$ cat config.mk
export PLATFORM = sky130hd
export DESIGN_NAME = pipe_stage_reg
export DESIGN_NICKNAME = d
export VERILOG_FILES = /design/src/rtl/pipe_stage_reg_pkg.sv /design/src/rtl/pipe_stage_reg_sat_cnt.sv /design/src/rtl/pipe_stage_reg.sv
export SDC_FILE = /design/constraint.sdc
export NUM_CORES = 1
export LEC_CHECK = 0
export CAP_MARGIN = 0
export CORE_ASPECT_RATIO = 1.5
export CORE_MARGIN = 3
export CORE_UTILIZATION = 40
export DETAILED_ROUTE_END_ITERATION = 8
export PLACE_DENSITY = 0.77
export SYNTH_ARGS = -nofsm -noshare
export SYNTH_HDL_FRONTEND = slang
export SYNTH_HIERARCHICAL = 1
export SYNTH_SLANG_ARGS = --single-unit
$ cat constraint.sdc
create_clock -name clk -period 1.8 [get_ports clk]
set_input_delay 0.45 -clock clk [delete_from_list [all_inputs] [get_ports clk]]
set_output_delay 0.45 -clock clk [all_outputs]
set_load 0.01 [all_outputs]
$ cat src/rtl/pipe_stage_reg_pkg.sv
// pipe_stage_reg_pkg: default widths and state encodings shared by the pipeline stage register.
package pipe_stage_reg_pkg;
  localparam int PIPE_PC_W = 32;
  localparam int PIPE_INSN_W = 32;
  localparam int PIPE_PAYLOAD_W = 64;
  localparam int PIPE_CNT_W = 16;
  localparam logic [1:0] PIPE_ST_EMPTY = 2'd0;
  localparam logic [1:0] PIPE_ST_ONE = 2'd1;
  localparam logic [1:0] PIPE_ST_TWO = 2'd2;
endpackage

$ cat src/rtl/pipe_stage_reg_sat_cnt.sv
// pipe_sat_cnt: saturating up-counter with synchronous clear, reusable for performance counters.
module pipe_sat_cnt
  import pipe_stage_reg_pkg::*;
#(
  parameter int CNT_W = PIPE_CNT_W
) (
  input  logic             clk,
  input  logic             reset,
  input  logic             inc_i,
  input  logic             clr_i,
  output logic [CNT_W-1:0] cnt_o
);
  logic [CNT_W-1:0] cnt_q, cnt_d;
  assign cnt_d = clr_i ? '0 : (inc_i && !(&cnt_q)) ? cnt_q + 1'b1 : cnt_q;
  assign cnt_o = cnt_q;
  always_ff @(posedge clk or negedge reset)
    if (!reset) cnt_q <= '0;
    else cnt_q <= cnt_d;
endmodule

$ cat src/rtl/pipe_stage_reg.sv
// pipe_stage_reg: valid/ready pipeline stage register with flush and stall counter.
// Define SIICPU_PIPE_SKID_EN for a 2-entry skid buffer with registered in_ready.
module pipe_stage_reg
  import pipe_stage_reg_pkg::*;
#(
  parameter int PC_W = PIPE_PC_W,
  parameter int INSN_W = PIPE_INSN_W,
  parameter int PAYLOAD_W = PIPE_PAYLOAD_W,
  parameter int CNT_W = PIPE_CNT_W
) (
  input  logic                 clk,
  input  logic                 reset,
  input  logic                 flush,
  input  logic                 in_valid,
  output logic                 in_ready,
  input  logic [PC_W-1:0]      in_pc,
  input  logic [INSN_W-1:0]    in_insn,
  input  logic [PAYLOAD_W-1:0] in_payload,
  output logic                 out_valid,
  input  logic                 out_ready,
  output logic [PC_W-1:0]      out_pc,
  output logic [INSN_W-1:0]    out_insn,
  output logic [PAYLOAD_W-1:0] out_payload,
  output logic [CNT_W-1:0]     stall_cnt
);
  localparam int EW = PC_W + INSN_W + PAYLOAD_W;
  logic [1:0] st_q, st_d;
  logic [EW-1:0] out_q, out_d, in_ent;
  logic rdy_q, acc, con;
  assign in_ent = {in_pc, in_insn, in_payload};
  assign out_valid = st_q != PIPE_ST_EMPTY;
  assign {out_pc, out_insn, out_payload} = out_q;
  assign acc = in_valid && in_ready;
  assign con = out_valid && out_ready;
  // rdy_q keeps in_ready low until the first edge after reset release
  always_ff @(posedge clk or negedge reset)
    if (!reset) begin
      rdy_q <= 1'b0;
      st_q  <= PIPE_ST_EMPTY;
      out_q <= '0;
    end else begin
      rdy_q <= 1'b1;
      st_q  <= st_d;
      out_q <= out_d;
    end
`ifdef SIICPU_PIPE_SKID_EN
  logic [EW-1:0] skd_q, skd_d;
  assign in_ready = rdy_q && st_q != PIPE_ST_TWO;
  assign st_d = flush ? PIPE_ST_EMPTY :
                st_q == PIPE_ST_TWO ? (con ? PIPE_ST_ONE : PIPE_ST_TWO) :
                acc ? ((con || st_q == PIPE_ST_EMPTY) ? PIPE_ST_ONE : PIPE_ST_TWO) :
                con ? PIPE_ST_EMPTY : st_q;
  assign out_d = flush ? out_q :
                 (st_q == PIPE_ST_TWO && con) ? skd_q :
                 (acc && (st_q == PIPE_ST_EMPTY || con)) ? in_ent : out_q;
  assign skd_d = (!flush && acc && st_q == PIPE_ST_ONE && !con) ? in_ent : skd_q;
  always_ff @(posedge clk or negedge reset)
    if (!reset) skd_q <= '0;
    else skd_q <= skd_d;
`else
  assign in_ready = rdy_q && (!out_valid || out_ready);
  assign st_d = flush ? PIPE_ST_EMPTY : acc ? PIPE_ST_ONE : con ? PIPE_ST_EMPTY : st_q;
  assign out_d = (acc && !flush) ? in_ent : out_q;
`endif
  pipe_sat_cnt #(.CNT_W(CNT_W)) u_stall_cnt (
    .clk  (clk),
    .reset(reset),
    .inc_i(out_valid && !out_ready),
    .clr_i(1'b0),
    .cnt_o(stall_cnt)
  );
endmodule
==> results.cfg <==
[drt]
detailroute.via_count = 4473
detail-route-antenna-nets = 0
post_drt_wl_per_cell_um = 19.0
vias_per_cell = 4.96
post-route-drc-count = 0
routed_wirelength_um = 17100
drt-initial-drc-count = 121
detail_route.first_pass.iterations = 4

[sta]
min_hold_slack_ns = 0.496
layout_min_cycle_time_ns = 1.77
least_margin_pin_slew_ns = 0.545
final_max_slew_viol_count = 0
final-setup-viol-count = 0
timing.fmax_ghz = 0.565
finalCritPeriodShare = 0.983
rel_slew_slack = 0.634
setup_total_negative_slack_ns = 0
rsz0062_at_grt = true
clock_skew_ns = 0.0106
finalHoldViolCount = 0

[job]
maxCapViolations = 0

[worst_setup_path]
setup.worst_path.start_class = input pin
arrival_time_at_the_worst_endpoint_ns = 2.11
worstPathMaxFanout = 4
critPathRequiredTime_ns = 2.14
timing.setup.critical_path_class = in -> reg
timing.critical_path.to_type = flip-flop

[synthesis]
synth.ff_latch_count = 146
post_synth_instance_area_um2 = 5920
synth_seq_area_share = 0.617
yosysWarnings = 6
ys_types = 40
synth.avg_cell_area_um2 = 15.3
synthesized_netlist_cell_count = 387

[floorplanning]
row_count = 53
core-area_um2 = 14300
die-height_um = 155
fp.dieArea_um2 = 16300
top_level_ports = 279
start_util = 0.415
die_w_um = 105

[global_route]
grt_pass1_wl_um = 26800
antenna_found_initial = 0
grt.total_usage = 0.213
grt_pass1_vias = 4963
grt_start_max_net_pins = 47
globalRouteOverflowTotal = 0

[cells_and_area]
area_delta_synth_final_pct = 67.7
finish.net_count = 833
layout.core_utilization = 0.696
antenna_cells = 0
drive_above_1_share = 0.296
post_layout_nonfiller_instances = 902

[place]
dpl_hpwl_um = 12800
port_buffers = 278
dp.cells = 865
gp_congestion = 0.889

[clocking]
cts_tree = done
clk_transition_reported_paths_ns = 0.06
cts-root-buf = sky130_fd_sc_hd__clkbuf_16
clock_sink_count = 146
htree_levels = 4
numCtsBuffers = 17
clock_latency_ns = 0.41
max-clock-path-buffers = 2

[pwr]
powerDensity_nw_per_um2 = 1070
static-leakage-power_nw = 4.97
total_power_w = 0.0107
ir_worst_vdd_v = 0.000661

[outcome]
status = completed

[min_path]
min-delay-path-class = reg -> reg
registers in the layout, indices dropped and copies added (netlist names):
signal / cells
u_stall_cnt/cnt_o: 16
rdy_q: 1
st_q: 1
out_q: 128
through the flow:
stage | instance area [um2] | worst slack [ns]
4_1_cts | 9670 | 0.000797
5_1_grt | 9920 | 0.000152
2_1_floorplan | 5930 | 0.0289
3_3_place_gp | 9010 | -0.390
6_report | 9920 | 0.0306
3_5_place_dp | 9010 | -0.468
logic make-up (layout without fill, tap and decap cells):
kind of cell               count (synthesis)  count (layout)  synth area share
DFF                                      146             146             0.617
muxes                                    134             134             0.255
and+or+nand+nor                           56              56            0.0639
AOI/OAI and AO/OA                         25              25            0.0269
buffers and inverters                     23             343            0.0338
other                                      2               5           0.00127
adders and majority gates                  1               1           0.00211
critical path, cell delays in order:
cell and delay, ns:
sky130_fd_sc_hd__clkdlybuf4s50_1 0.40, sky130_fd_sc_hd__nand2b_4 0.17, sky130_fd_sc_hd__inv_4 0.08, sky130_fd_sc_hd__nand3_1 0.10, sky130_fd_sc_hd__or3_1 0.33, sky130_fd_sc_hd__or4_4 0.42, sky130_fd_sc_hd__a21oi_2 0.14
repair_timing:
| action | in CTS | in global routing |
|---|---|---|
| pin swaps | 0 | 1 |
| setup endpoints to repair | 36 | 81 |
| endpoints found under the hold margin | 37 | 0 |
| buffers inserted | 4 | 2 |
| hold buffers | 1 | 0 |
| gates resized for setup | 39 | 84 |
cells in the final DEF (no fill, tap or decap), types with 6 or more instances in the layout:
master,Yosys,final
sky130_fd_sc_hd__dfrtp_1,146,143
sky130_fd_sc_hd__dlygate4sd2_1,0,30
sky130_fd_sc_hd__buf_12,0,6
sky130_fd_sc_hd__mux2_2,132,132
sky130_fd_sc_hd__buf_4,0,23
sky130_fd_sc_hd__clkbuf_16,0,17
sky130_fd_sc_hd__nand2_1,9,8
sky130_fd_sc_hd__dlymetal6s2s_1,0,76
sky130_fd_sc_hd__clkdlybuf4s50_1,0,170
sky130_fd_sc_hd__and3_1,6,6
sky130_fd_sc_hd__bufinv_16,0,6
sky130_fd_sc_hd__a21oi_1,12,11
worst paths after layout:
| check | from | endpoint | slack [ns] | cells past startpoint |
|---|---|---|---|---|
| max in group asynchronous | reset | out_q[113] | 0.65 | 3 |
| worst min register to register | out_q[85] | out_q[85] | 0.50 | 1 |
| worst max register to register | u_stall_cnt/cnt_o[3] | u_stall_cnt/cnt_o[0] | 0.09 | 7 |
| min in group asynchronous | reset | out_q[49] | 0.55 | 2 |
| worst max-delay path | out_ready | u_stall_cnt/cnt_o[11] | 0.03 | 7 |
| worst min-delay path | out_q[85] | out_q[85] | 0.50 | 1 |
final cells by class:
class | count | area (um2)
timing repair buffer | 308 | 3230
clock buffer | 17 | 425
inverter | 5 | 21.3
multi-input combinational | 221 | 2110
clock inverter | 13 | 233
tap | 192 | 240
fill | 989 | 4340
sequential | 146 | 3660
cell usage after synthesis:
library cell,number,area [um2]
sky130_fd_sc_hd__nor4_4,1,21.3
sky130_fd_sc_hd__a31oi_1,1,6.26
sky130_fd_sc_hd__o31ai_1,4,30.0
sky130_fd_sc_hd__a211o_1,1,8.76
sky130_fd_sc_hd__nor2_1,5,18.8
sky130_fd_sc_hd__or3_1,1,6.26
sky130_fd_sc_hd__mux2i_1,2,20.0
sky130_fd_sc_hd__and4_1,2,17.5
sky130_fd_sc_hd__nor3b_1,2,15.0
sky130_fd_sc_hd__a311oi_1,1,8.76
sky130_fd_sc_hd__nand3_1,5,25.0
sky130_fd_sc_hd__nor4b_1,1,8.76
sky130_fd_sc_hd__a211oi_1,2,15.0
sky130_fd_sc_hd__buf_2,1,5.00
sky130_fd_sc_hd__dfrtp_1,146,3650
sky130_fd_sc_hd__mux2_2,132,1490
sky130_fd_sc_hd__nand4b_4,1,23.8
sky130_fd_sc_hd__nand2_1,9,33.8
sky130_fd_sc_hd__and4b_1,1,10.0
sky130_fd_sc_hd__and2_1,1,6.26
sky130_fd_sc_hd__ha_1,1,12.5
sky130_fd_sc_hd__clkbuf_8,3,41.3
sky130_fd_sc_hd__a41o_2,1,11.3
sky130_fd_sc_hd__clkbuf_1,3,11.3
sky130_fd_sc_hd__nor4_1,2,12.5
sky130_fd_sc_hd__or4_1,4,30.0
sky130_fd_sc_hd__conb_1,2,7.51
sky130_fd_sc_hd__o21ai_0,2,10.0
sky130_fd_sc_hd__and3_2,1,7.51
sky130_fd_sc_hd__inv_1,5,18.8
sky130_fd_sc_hd__nor3_1,5,25.0
sky130_fd_sc_hd__nor2b_1,5,31.3
sky130_fd_sc_hd__buf_6,11,124
sky130_fd_sc_hd__nand4_1,1,6.26
sky130_fd_sc_hd__nand3_4,1,17.5
sky130_fd_sc_hd__nand2b_4,1,13.8
sky130_fd_sc_hd__o311ai_0,1,8.76
sky130_fd_sc_hd__and3_1,6,37.5
sky130_fd_sc_hd__a21oi_1,12,60.1
sky130_fd_sc_hd__nand3_2,1,10.0
power by group:
group / leakage, nW / internal [W] / switching, W
clock: 0.320 / 0.00259 / 0.00139
combinational: 2.89 / 0.00158 / 0.000943
sequential: 1.76 / 0.00388 / 0.000279
total: 4.97 / 0.00805 / 0.00261
routing by layer:
metal / GRT usage / share of wire / vias to the layer above
met3: 0.0743 / 0.075 / 38
met5: 0 / 0 / -
li1: - / - / 2019
met4: 0.0907 / 0.033 / 0
met2: 0.398 / 0.57 / 217
met1: 0.211 / 0.33 / 2199
(Power assumes the default switching activity.)
